### config.mk
export PLATFORM = sky130hd
export DESIGN_NAME = piso_shift_register_tx
export DESIGN_NICKNAME = d
export VERILOG_FILES = /design/src/rtl/piso_shift_register_tx.sv
export SDC_FILE = /design/constraint.sdc
export NUM_CORES = 1
export LEC_CHECK = 0
export ABC_AREA = 1
export CORE_AREA = 2 2 39 41
export CTS_CLUSTER_DIAMETER = 50
export DETAILED_ROUTE_END_ITERATION = 6
export DIE_AREA = 0 0 41 43
export PLACE_DENSITY = 0.55
export SLEW_MARGIN = 20
export SYNTH_ARGS = -nofsm -noshare
export SYNTH_HDL_FRONTEND = slang
export SYNTH_SLANG_ARGS = --single-unit
### constraint.sdc
create_clock -name clk -period 0.8 [get_ports clk]
set_input_delay 0.24 -clock clk [delete_from_list [all_inputs] [get_ports clk]]
set_output_delay 0.24 -clock clk [all_outputs]
set_load 0.005 [all_outputs]
### src/rtl/piso_shift_register_tx.sv
// rtl/piso_shift_register_tx.sv - LSB-first parallel-in/serial-out transmitter with load/ready handshake; optional PARITY_EN appends an even-parity bit
module piso_shift_register_tx #(
    parameter int WIDTH = 4
) (
    input  logic             clk,
    input  logic             rst,
    input  logic             load,
    input  logic [WIDTH-1:0] din,
    output logic             ready,
    output logic             busy,
    output logic             sout,
    output logic             done
);

    localparam int CNT_W = (WIDTH > 1) ? $clog2(WIDTH) : 1;
    localparam logic [CNT_W-1:0] LAST_BIT = CNT_W'(WIDTH - 1);

`ifdef PARITY_EN
    typedef enum logic [1:0] {
        IDLE   = 2'd0,
        SHIFT  = 2'd1,
        PARITY = 2'd2
    } state_t;
`else
    typedef enum logic [1:0] {
        IDLE  = 2'd0,
        SHIFT = 2'd1
    } state_t;
`endif

    state_t             state_q, state_d;
    logic [WIDTH-1:0]   shreg_q, shreg_d;
    logic [CNT_W-1:0]   cnt_q, cnt_d;
    logic               done_q, done_d;
`ifdef PARITY_EN
    logic               parity_q, parity_d;
`endif

    // State register; reset abandons any word in flight without a done pulse
    always_ff @(posedge clk or posedge rst) begin
        if (rst) begin
            state_q  <= IDLE;
            shreg_q  <= '0;
            cnt_q    <= '0;
            done_q   <= 1'b0;
`ifdef PARITY_EN
            parity_q <= 1'b0;
`endif
        end else begin
            state_q  <= state_d;
            shreg_q  <= shreg_d;
            cnt_q    <= cnt_d;
            done_q   <= done_d;
`ifdef PARITY_EN
            parity_q <= parity_d;
`endif
        end
    end

    // Next-state: accept in IDLE, shift one bit per edge, done pulses on return to IDLE
    always_comb begin
        state_d  = state_q;
        shreg_d  = shreg_q;
        cnt_d    = cnt_q;
        done_d   = 1'b0;
`ifdef PARITY_EN
        parity_d = parity_q;
`endif
        case (state_q)
            IDLE: begin
                if (load) begin
                    shreg_d  = din;
                    cnt_d    = '0;
                    state_d  = SHIFT;
`ifdef PARITY_EN
                    parity_d = ^din;
`endif
                end
            end
            SHIFT: begin
                shreg_d = shreg_q >> 1;
                cnt_d   = cnt_q + CNT_W'(1);
                if (cnt_q == LAST_BIT) begin
`ifdef PARITY_EN
                    state_d = PARITY;
`else
                    state_d = IDLE;
                    done_d  = 1'b1;
`endif
                end
            end
`ifdef PARITY_EN
            PARITY: begin
                state_d = IDLE;
                done_d  = 1'b1;
            end
`endif
            default: begin
                state_d = IDLE;
            end
        endcase
    end

    // Outputs decode directly from state so reset takes effect without a clock
    always_comb begin
        ready = (state_q == IDLE);
        busy  = (state_q != IDLE);
        done  = done_q;
        sout  = 1'b0;
        if (state_q == SHIFT) begin
            sout = shreg_q[0];
        end
`ifdef PARITY_EN
        if (state_q == PARITY) begin
            sout = parity_q;
        end
`endif
    end

endmodule

==> results by group, run 1 <==
Power
  • Pwr Total: 0.001769 W
  • Static power due to leakage: 0.2947 nW
  • Clk network pwr share: 16.0%
  • Power share of the sequential group: 36.3%
  • Net Sw Frac: 30.76%
  • Largest vdd supply drop: 1.284 mV
  • Power density over the cells: 3080 nW/um^2
  • Int Power: 0.001225 W
  • Logic gate share of total power: 47.6%
  • Total net switching power: 0.0005441 W

Worst setup path
  • Required time of the worst setup path: 560 ps
  • CP max FO: 3
  • Slowest stage cell on the critical path: dfrtp_1
  • Delay contributed by the slowest stage of the critical path: 380 ps
  • Most prevalent standard cell on the critical path: buf_6
  • Critical path, cell by cell: buf_6, nand2_2, inv_2, buf_6
  • Largest delay share family, worst path: flip-flops
  • Endpoint type of the worst setup path: output port
  • Critical path class: reg -> out
  • Startpoint type of the worst setup path: flop
  • Worst EP arrival: 930 ps
  • Buf+Inv Stages, Crit Path: 3

Logic synthesis
  • Gate count of the mapped netlist: 38
  • Most repeated cell in the gate-level netlist after synthesis: nand2_1
  • Combinational family with the most area after synthesis: simple AND/OR/NAND/NOR gates
  • Most numerous cell types in the synthesized netlist: nand2_1, dfrtp_1, nand3_1, inv_1
  • Number of synthesized register bits: 8
  • Mux contribution to synthesized area: 0%
  • Fraction of registers with async set or reset after synthesis: 100.0%
  • Warnings from Yosys: 0
  • Cell type with the largest total area after synthesis: dfrtp_1
  • Predominant post-synthesis flop cell: dfrtp_1
  • Post-Syn Area: 350.3 sq um
  • Fraction of the mapped netlist area in simple logic gates: 29.29%
  • Avg Synthesized Cell Area: 9.219 sq um
  • Proportion of netlist area held by the largest area contributor: 57.14%
  • Number of enable-type register cells in the synthesized netlist: 0
  • Post-Synthesis Net Count: 46
  • Count of different cell masters after synthesis: 10
  • Adder and majority gate portion of the synthesized area: 3.571%
  • Post-synthesis compound-gate area fraction: 2.500%
  • XOR/XNOR Fraction of Synth Area: 0%
  • Most area-consuming cells after synthesis: dfrtp_1, nand2_1, nand3_1
  • Sequential-to-total area share from yosys stat: 57.14%

Route
  • Antenna-violating nets left: 0
  • Starting DRT DRC Count: 3
  • Total detailed-routing wirelength: 637 microns
  • Count of vias placed by the detailed router: 307
  • Vias per cell: 4.093
  • DRC Markers: 0
  • Top routing layer in use: met3
  • Met2 Wirelength: 300 microns
  • DR WL met3: 48 microns
  • Average wire per standard cell: 8.493 microns
  • Post-route met1 wirelength: 288 microns
  • Pre-antenna DRT Iters: 2

Job
  • Max Cap Viol: 0

Place
  • Detailed placement HPWL: 487.5 microns
  • Total cell area at the placement stage: 516.7 sq um
  • Weighted congestion reported at the end of routability-driven placement: 0.6896
  • Number of port buffers: 10
  • Placed cells: 69

STA
  • Final worst path period need: 1171 ps
  • Unrepaired setup endpoints after global routing: true
  • Final worst setup slack: -371.0 ps
  • Fmax: 854.0 MHz
  • Worst Tran Pin Value: 177.9 ps
  • Clock skew: 1.099 ps
  • Max Slew Vio Count: 0
  • Worst relative slew slack: 88.11%
  • Final worst-path cycle share: 146.4%
  • Number of endpoints failing setup at the final stage: 12
  • Hold Violations, Final: 0

Global route
  • Number of global-route vias before repair: 292
  • First-pass GRT wire length: 1090 microns
  • Antenna violations before repair: 0
  • Overall global routing resource usage: 10.16%
  • Total grt overflow: 0
  • Maximum number of pins on one net before global-route repair: 9

Final layout
  • Fillers: 143
  • Final standard cell count with taps included and fillers excluded: 75
  • Final Net Count: 69
  • Area growth syn-to-layout: 63.93%
  • Fraction of final layout cells sized beyond drive strength 1: 37.29%
  • Post-route core utilization: 41.50%
  • Count of antenna diodes in the layout: 0
  • Final instance area: 574.3 sq um

Floorplanning
  • Core ar.: 1384 sq um
  • Die height: 43 microns
  • Die X: 41 microns
  • Starting utilization of the core area: 25.32%
  • Number of top-level pins: 11
  • Number of rows in the core area: 14
  • Die Outline Area: 1763 sq um

CTS
  • Number of buffers added by the clock tree synthesis step: 3
  • Number of buffers on the longest clock path: 2
  • Total clock sinks: 8
  • Clock network latency to the later pin of the worst-skew pair: 240 ps
  • Clock tree from TritonCTS: built
  • Max H-tree Level: 1
  • Clock root buffer: clkbuf_4
  • Clock-pin slew of the registers on the worst-case setup and hold paths: 50 ps

Run status
  • Outcome: complete, but fails checks
  • Failing checks: negative setup slack

Min path
  • Type of the most critical hold path: in -> async
## worst reg2reg max path: cells and delay by family (launching register included)
kind | cells | cell delay, ps
flops | 1 | 380
buf+inv | 3 | 380
simple gates | 2 | 250
compound gates | 1 | 60
## through the flow
step,TNS (ps),setup slack [ps],hold WS (ps)
floorplan,-263.9,-51.67,55.66
global placement,-3690,-415.1,460.3
detailed placement,-3741,-427.2,463.7
CTS,-3632,-377.4,291.9
global route,-4125,-433.3,283.8
finish,-3506,-371.0,292.8
## layout by cell type, fill, tap and decap left out
| cell type | synthesis | final |
|---|---|---|
| nand2_1 | 14 | 12 |
| dfrtp_1 | 8 | 8 |
| nand3_1 | 7 | 7 |
| clkdlybuf4s50_1 | 0 | 6 |
| buf_6 | 1 | 5 |
| buf_4 | 0 | 5 |
| inv_2 | 1 | 3 |
| clkbuf_4 | 0 | 3 |
| nand2_2 | 0 | 2 |
| nor2_4 | 1 | 1 |
| o21ai_2 | 1 | 1 |
| inv_1 | 3 | 1 |
| nor2_1 | 1 | 1 |
| ha_1 | 1 | 1 |
| dlygate4sd2_1 | 0 | 1 |
| buf_2 | 0 | 1 |
| buf_12 | 0 | 1 |
## power by group through the flow
stage | sequential (W) | clock [W] | combinational [W]
6_report | 0.000643 | 0.000283 | 0.000843
5_1_grt | 0.000659 | 0.000346 | 0.000948
4_1_cts | 0.000637 | 0.000301 | 0.000749
3_5_place_dp | 0.000658 | 0 | 0.000689
3_3_place_gp | 0.000653 | 0 | 0.000682
2_1_floorplan | 0.000651 | 0 | 0.000339
## area by class of cell
type / instances / area, sq um / area share [%]
clock buffers: 3 / 22.52 / 3.922
repair buffers: 19 / 187.7 / 32.68
inverters: 4 / 15.01 / 2.614
well taps: 16 / 20.02 / 3.486
multi-input cells: 25 / 128.9 / 22.44
flip-flops and latches: 8 / 200.2 / 34.86
## cells by family (layout without fill, tap and decap cells)
logic type	Yosys count	after routing
and+or+nand+nor	23	23
buffers and inverters	5	26
AOI/OAI and AO/OA	1	1
DFF	8	8
adders and majority gates	1	1
## routing by layer
metal	vias up	track usage, %
met5	-	0
met4	0	6.000
met3	0	9.424
met2	8	13.13
met1	136	10.37
li1	163	-
## what timing repair did
action | 4_1_cts | 5_1_grt
resized for setup | 15 | 7
pin swaps | 4 | 5
endpoints found under the setup margin | 11 | 12
hold buffers | 0 | 0
hold endpoints to repair | 0 | 0
buffers inserted | 3 | 0
## final timing paths
check / slack (ps) / cells after the start / start / end
worst max-delay path: -370 / 4 / state_q[0]$_DFFE_PP0P_ / sout
worst min-delay path: 290 / 3 / rst / done$_DFF_PP0_
worst max register to register: -330 / 6 / state_q[0]$_DFFE_PP0P_ / cnt_q[0]$_DFFE_PP0P_
worst min register to register: 470 / 2 / shreg_q[3]$_DFFE_PP0P_ / shreg_q[3]$_DFFE_PP0P_
max in group asynchronous: 410 / 3 / rst / shreg_q[2]$_DFFE_PP0P_
min in group clk: 470 / 2 / shreg_q[3]$_DFFE_PP0P_ / shreg_q[3]$_DFFE_PP0P_
## state kept, by name, indices dropped and copies added, names as in the netlist
name     flops
state_q      1
cnt_q        2
done         1
shreg_q      4
No activity file was read; power rests on OpenSTA's default activity.
==> run 2: changes to the inputs <==
Settings changed: PLACE_DENSITY 0.55 to 0.53.
Clock period 0.8 ns to 1.4 ns, I/O delays scaled along.
==> run 2 against run 1 <==
The flow now finishes without violations. Combinational power decreased by 56%. Hold slack improved by 120 ps. Critical path depth unchanged. Largest cell class unchanged.
==> results by group, run 2 (same netlist as run 1, synthesis figures left out) <==
Final layout
  • Footprint of the multi-input gates: 126.4 sq um (was 128.9 sq um)
  • Most common library cell in the layout ignoring fill and taps: nand2_1 (unchanged)
  • Fillers: 149 (was 143)
  • Final Net Count: 65 (was 69)
  • Largest register FFs: 4 (unchanged)
  • Commonest cells after routing, fill and taps aside: nand2_1, dfrtp_1, nand3_1, clkdlybuf4s50_1, buf_4 (was nand2_1, dfrtp_1, nand3_1, clkdlybuf4s50_1)
  • Count of antenna diodes in the layout: 0 (unchanged)
  • Sequential cell area in the final layout: 200.2 sq um (unchanged)
  • Regs by FF count: shreg_q x4, cnt_q x2 (unchanged)
  • Register with the highest flop count: shreg_q (unchanged)
  • Area growth syn-to-layout: 46.43% (was 63.93%)
  • Fraction of final layout cells sized beyond drive strength 1: 25.45% (was 37.29%)

Floorplanning
  • Number of top-level pins: 11 (unchanged)
  • Die height: 43 microns (unchanged)
  • Number of rows in the core area: 14 (unchanged)
  • Die Outline Area: 1763 sq um (unchanged)
  • Die X: 41 microns (unchanged)
  • Core ar.: 1384 sq um (unchanged)
  • Starting utilization of the core area: 25.32% (unchanged)

CTS
  • Clock tree from TritonCTS: built (unchanged)
  • Total clock sinks: 8 (unchanged)
  • Clock root buffer: clkbuf_4 (unchanged)
  • Clock-pin slew of the registers on the worst-case setup and hold paths: 50 ps (about the same)
  • Max H-tree Level: 1 (unchanged)
  • Number of buffers added by the clock tree synthesis step: 3 (unchanged)
  • Clock network latency to the later pin of the worst-skew pair: 250 ps (was 240 ps)
  • Number of buffers on the longest clock path: 2 (unchanged)

Worst setup path
  • Endpoint type of the worst setup path: output port (unchanged)
  • Worst reg2reg setup slack: 240 ps (was -330 ps)
  • Startpoint type of the worst setup path: flop (unchanged)
  • Worst EP arrival: 930 ps (about the same)
  • Last element of the critical path: sout (unchanged)
  • Reg2Reg Launch Point: state_q[0]$_DFFE_PP0P_ (unchanged)
  • CP max FO: 3 (unchanged)
  • Required time of the worst setup path: 980 ps (was 560 ps)
  • Setup crit start: state_q[0]$_DFFE_PP0P_ (unchanged)
  • Delay contributed by the slowest stage of the critical path: 380 ps (about the same)
  • Worst Reg-to-Reg Cells: 6 (unchanged)
  • Slowest stage cell on the critical path: dfrtp_1 (unchanged)
  • RR Endpoint: cnt_q[0]$_DFFE_PP0P_ (unchanged)
  • Critical path, cell by cell: buf_6, nand2_2, inv_1, clkbuf_2 (was buf_6, nand2_2, inv_2, buf_6)
  • Critical path class: reg -> out (unchanged)

Route
  • Total detailed-routing wirelength: 652 microns (was 637 microns)
  • Vias per cell: 4.268 (was 4.093)
  • Antenna-violating nets left: 0 (unchanged)
  • Average wire per standard cell: 9.183 microns (was 8.493 microns)
  • DRC Markers: 0 (unchanged)
  • Pre-antenna DRT Iters: 2 (unchanged)
  • Count of vias placed by the detailed router: 303 (was 307)
  • Starting DRT DRC Count: 12 (was 3)

Global route
  • Antenna violations before repair: 0 (unchanged)
  • Maximum number of pins on one net before global-route repair: 9 (unchanged)
  • First-pass GRT wire length: 972 microns (was 1090 microns)
  • Overall global routing resource usage: 9.413% (was 10.16%)
  • Total grt overflow: 0 (unchanged)
  • Number of global-route vias before repair: 224 (was 292)

Place
  • Number of port buffers: 10 (unchanged)
  • Weighted congestion reported at the end of routability-driven placement: 0.6897 (was 0.6896)
  • Detailed placement HPWL: 501.4 microns (was 487.5 microns)

STA
  • Unrepaired setup endpoints after global routing: false (was true)
  • Fmax: 742.4 MHz
  • Max Slew Vio Count: 0 (unchanged)
  • Worst relative slew slack: 79.39% (was 88.11%)
  • Final worst-path cycle share: 96.21%
  • TNS Setup: 0 ps (was -3506 ps)
  • Clock skew: 4.757 ps (was 1.099 ps)
  • Hold Violations, Final: 0 (unchanged)
  • Number of endpoints failing setup at the final stage: 0 (was 12)
  • Worst Tran Pin Value: 308.8 ps (was 177.9 ps)
  • Final worst path period need: 1347 ps

Power
  • Pwr Total: 0.0009116 W (was 0.001769 W)
  • Largest vdd supply drop: 0.8113 mV (was 1.284 mV)
  • Static power due to leakage: 0.2710 nW (was 0.2947 nW)
  • Power density over the cells: 1777 nW/um^2 (was 3080 nW/um^2)

Run status
  • Outcome: finished, final reports clean (was complete, but fails checks)

Min path
  • Type of the most critical hold path: in -> async (unchanged)

Job
  • Max Cap Viol: 0 (unchanged)
-- run 2: cell types whose count changed in the layout (fill, tap and decap cells not counted) --
cell / delta
nand2_2: -1
clkbuf_2: +1
buf_12: -1
inv_2: -2
inv_1: +2
nand2_1: +1
buf_4: -1
buf_6: -4
dlygate4sd2_1: +1
-- run 2: final cells by class --
class,instances,share of cell area [%]
timing repair buffer,15,25.12
multi-input combinational,25,24.63
tap,16,3.902
sequential,8,39.02
inverter,4,2.927
clock buffer,3,4.390
-- run 2: power breakdown --
group	leakage (nW)	switching [W]	total [W]	internal (W)
sequential	0.101	0.0000519	0.000375	0.000323
combinational	0.156	0.000168	0.000367	0.000199
clock	0.0138	0.0000725	0.000170	0.0000977
total	0.271	0.000292	0.000912	0.000620
-- run 2: metrics by stage --
step / util, % / instances / setup slack, ps / area (sq um) / hold WS, ps
floorplan: - / 38 / 367.7 / 350.3 / 235.7
global placement: 34.81 / 66 / 5.348 / 481.7 / 460.8
detailed placement: 34.81 / 66 / -18.17 / 481.7 / 465.4
CTS: 37.25 / 71 / -51.49 / 515.5 / 432.0
global route: 37.07 / 71 / 3.632 / 513.0 / 448.5
finish: 37.07 / 71 / 53.04 / 513.0 / 416.8
-- run 2: repair_timing --
| item | in CTS | in global routing |
|---|---|---|
| setup endpoints to repair | 4 | 1 |
| resized for setup | 9 | 2 |
| buffers inserted | 2 | 0 |
| hold buffers | 0 | 0 |
-- run 2: critical path: cells and delay by family, from the launching register on --
kind          cells  cell delay (ps)
flops             1              380
buf+inv           3              250
simple gates      1               50
-- run 2: worst min-delay path by stage --
stage	from	to	slack (ps)	cells after the start
after global placement	shreg_q[3]$_DFFE_PP0P_	shreg_q[3]$_DFFE_PP0P_	460	2
after floorplan	rst	cnt_q[0]$_DFFE_PP0P_	240	1
after global routing	rst	cnt_q[0]$_DFFE_PP0P_	450	2
final	rst	state_q[0]$_DFFE_PP0P_	420	2
after CTS	rst	done$_DFF_PP0_	430	2
after detailed placement	shreg_q[3]$_DFFE_PP0P_	shreg_q[3]$_DFFE_PP0P_	470	2
-- run 2: metal layers --
| layer | vias to the layer above | GRT usage, % | share of wire, % |
|---|---|---|---|
| met2 | 9 | 12.81 | 51 |
| li1 | 155 | - | - |
| met3 | 0 | 9.424 | 8.6 |
| met1 | 139 | 9.241 | 40 |
| met4 | 0 | 4.000 | 0 |
| met5 | - | 0 | 0 |
==> run 3: changes to the inputs <==
Settings changed: PLACE_DENSITY 0.53 to 0.55.
Clock period 1.4 ns to 1.1 ns, I/O delays scaled along.
==> run 3 against run 2 <==
The flow now finishes with violations (negative setup slack). Sequential power is 28% higher. First-iteration DRC count is 100% lower. Via count is 0.99% lower. Utilization is 0.090 points lower. Cell area is 0.24% lower. Worst setup slack worse by 230 ps. Count of clock-buffer cells in the layout stayed put. Clock skew hardly changed. Flip-flop and latch count stayed put. Critical path type unchanged. Critical endpoint unchanged. Largest cell class unchanged.
==> results by group, run 3 (same netlist as run 1, synthesis figures left out) <==
Floorplanning
  • Number of top-level pins: 11 (unchanged)
  • Die height: 43 microns (unchanged)
  • Starting utilization of the core area: 25.32% (unchanged)
  • Die X: 41 microns (unchanged)
  • Die Outline Area: 1763 sq um (unchanged)
  • Core ar.: 1384 sq um (unchanged)
  • Number of rows in the core area: 14 (unchanged)

CTS
  • Max H-tree Level: 1 (unchanged)
  • Number of buffers added by the clock tree synthesis step: 3 (unchanged)
  • Clock network latency to the later pin of the worst-skew pair: 250 ps (about the same)
  • Clock tree from TritonCTS: built (unchanged)
  • Clock root buffer: clkbuf_4 (unchanged)
  • Total clock sinks: 8 (unchanged)
  • Clock-pin slew of the registers on the worst-case setup and hold paths: 50 ps (about the same)
  • Number of buffers on the longest clock path: 2 (unchanged)

Place
  • Detailed placement HPWL: 483.5 microns (was 501.4 microns)
  • Weighted congestion reported at the end of routability-driven placement: 0.6784 (was 0.6897)
  • Number of port buffers: 10 (unchanged)

STA
  • Worst relative slew slack: 80.25% (was 79.39%)
  • Unrepaired setup endpoints after global routing: true (was false)
  • Clock skew: 4.663 ps (was 4.757 ps)
  • Worst Tran Pin Value: 295.9 ps (was 308.8 ps)
  • Final worst setup slack: -177.8 ps (was 53.04 ps)
  • Number of endpoints failing setup at the final stage: 3 (was 0)
  • Max Slew Vio Count: 0 (unchanged)
  • TNS Setup: -458.1 ps (was 0 ps)
  • Fmax: 782.6 MHz
  • Hold Violations, Final: 0 (unchanged)
  • Final worst path period need: 1278 ps
  • Final worst-path cycle share: 116.2%

Route
  • Average wire per standard cell: 9.563 microns (was 9.183 microns)
  • Count of vias placed by the detailed router: 300 (was 303)
  • Starting DRT DRC Count: 0 (was 12)
  • Antenna-violating nets left: 0 (unchanged)
  • DRC Markers: 0 (unchanged)
  • Total detailed-routing wirelength: 679 microns (was 652 microns)
  • Pre-antenna DRT Iters: 1 (was 2)
  • Vias per cell: 4.225 (was 4.268)

Global route
  • Number of global-route vias before repair: 291 (was 224)
  • Total grt overflow: 0 (unchanged)
  • Maximum number of pins on one net before global-route repair: 9 (unchanged)
  • First-pass GRT wire length: 1186 microns (was 972 microns)
  • Overall global routing resource usage: 10.56% (was 9.413%)
  • Antenna violations before repair: 0 (unchanged)

Final layout
  • Area growth syn-to-layout: 46.07% (was 46.43%)
  • Largest register FFs: 4 (unchanged)
  • Final Net Count: 65 (unchanged)
  • Count of antenna diodes in the layout: 0 (unchanged)
  • Fraction of final layout cells sized beyond drive strength 1: 30.91% (was 25.45%)
  • Most common library cell in the layout ignoring fill and taps: nand2_1 (unchanged)
  • Register with the highest flop count: shreg_q (unchanged)
  • Fillers: 144 (was 149)
  • Regs by FF count: shreg_q x4, cnt_q x2 (unchanged)
  • Commonest cells after routing, fill and taps aside: nand2_1, dfrtp_1, nand3_1, clkdlybuf4s50_1, buf_4 (unchanged)

Power
  • Largest vdd supply drop: 0.8416 mV (was 0.8113 mV)
  • Pwr Total: 0.001183 W (was 0.0009116 W)
  • Static power due to leakage: 0.2676 nW (was 0.2710 nW)
  • Power density over the cells: 2312 nW/um^2 (was 1777 nW/um^2)

Worst setup path
  • Endpoint type of the worst setup path: output port (unchanged)
  • Reg2Reg Launch Point: state_q[0]$_DFFE_PP0P_ (unchanged)
  • Worst reg2reg setup slack: 60 ps (was 240 ps)
  • RR Endpoint: cnt_q[0]$_DFFE_PP0P_ (unchanged)
  • Worst Reg-to-Reg Cells: 5 (was 6)
  • Worst EP arrival: 950 ps (was 930 ps)
  • CP max FO: 2 (was 3)
  • Required time of the worst setup path: 770 ps (was 980 ps)
  • Critical path class: reg -> out (unchanged)
  • Startpoint type of the worst setup path: flop (unchanged)

Run status
  • Outcome: complete, but fails checks (was finished, final reports clean)
  • Failing checks: negative setup slack

Job
  • Max Cap Viol: 0 (unchanged)

Min path
  • Type of the most critical hold path: in -> async (unchanged)
[run 3: changes by cell type in the layout (fill, tap and decap cells not counted)]
cell | before | now
buf_2 | 1 | 3
dlygate4sd2_1 | 2 | 0
buf_6 | 1 | 2
clkbuf_2 | 1 | 0
inv_1 | 3 | 2
inv_2 | 1 | 2
[run 3: what timing repair did]
item                                    4_1_cts  5_1_grt
pin swaps                                     2        3
endpoints found under the setup margin        4       10
hold buffers                                  0        0
setup buffers                                 3        0
endpoints found under the hold margin         0        0
gates resized for setup                      18        3
[run 3: routing by layer]
| layer | GRT usage, % | share of wire (%) | up-vias |
|---|---|---|---|
| li1 | - | - | 154 |
| met1 | 12.33 | 40 | 138 |
| met2 | 14.37 | 52 | 6 |
| met3 | 3.141 | 5.6 | 2 |
| met4 | 10.00 | 1.6 | 0 |
| met5 | 0 | 0 | - |
[run 3: layout make-up]
cell class                 count  area [sq um]  share of cell area (%)
clock buffer                   3         22.52                   4.401
inverter                       4         15.01                   2.934
multi-input combinational     25         126.4                   24.69
sequential                     8         200.2                   39.12
tap                           16         20.02                   3.912
timing repair buffer          15         127.6                   24.94
[run 3: critical path, cell delays in order (launching register included)]
cell and delay, ps:
dfrtp_1 390, buf_6 120, nand2_2 60, inv_2 30, buf_6 100
[run 3: worst max-delay path by stage]
stage                           startpoint   end
floorplan           state_q[0]$_DFFE_PP0P_  sout
CTS                 state_q[0]$_DFFE_PP0P_  sout
global placement    state_q[0]$_DFFE_PP0P_  sout
finish              state_q[0]$_DFFE_PP0P_  sout
detailed placement  state_q[0]$_DFFE_PP0P_  sout
global route        state_q[0]$_DFFE_PP0P_  sout
[run 3: power breakdown]
group          leakage [nW]  internal (W)  switching, W
Combinational         0.153      0.000264      0.000223
Clock                0.0138      0.000124     0.0000914
Sequential            0.101      0.000411     0.0000690
[run 3: metrics by stage]
step           cell area (sq um)  utilization, %  instances  setup slack [ps]  hold WS, ps
5_1_grt                    511.7           36.98         71            -217.5        354.8
3_5_place_dp               481.7           34.81         66            -234.9        459.2
3_3_place_gp               481.7           34.81         66            -206.5        458.8
6_report                   511.7           36.98         71            -177.8        328.3
2_1_floorplan              350.3               -         38             157.7        145.7
4_1_cts                    514.2           37.16         72            -170.6        328.8
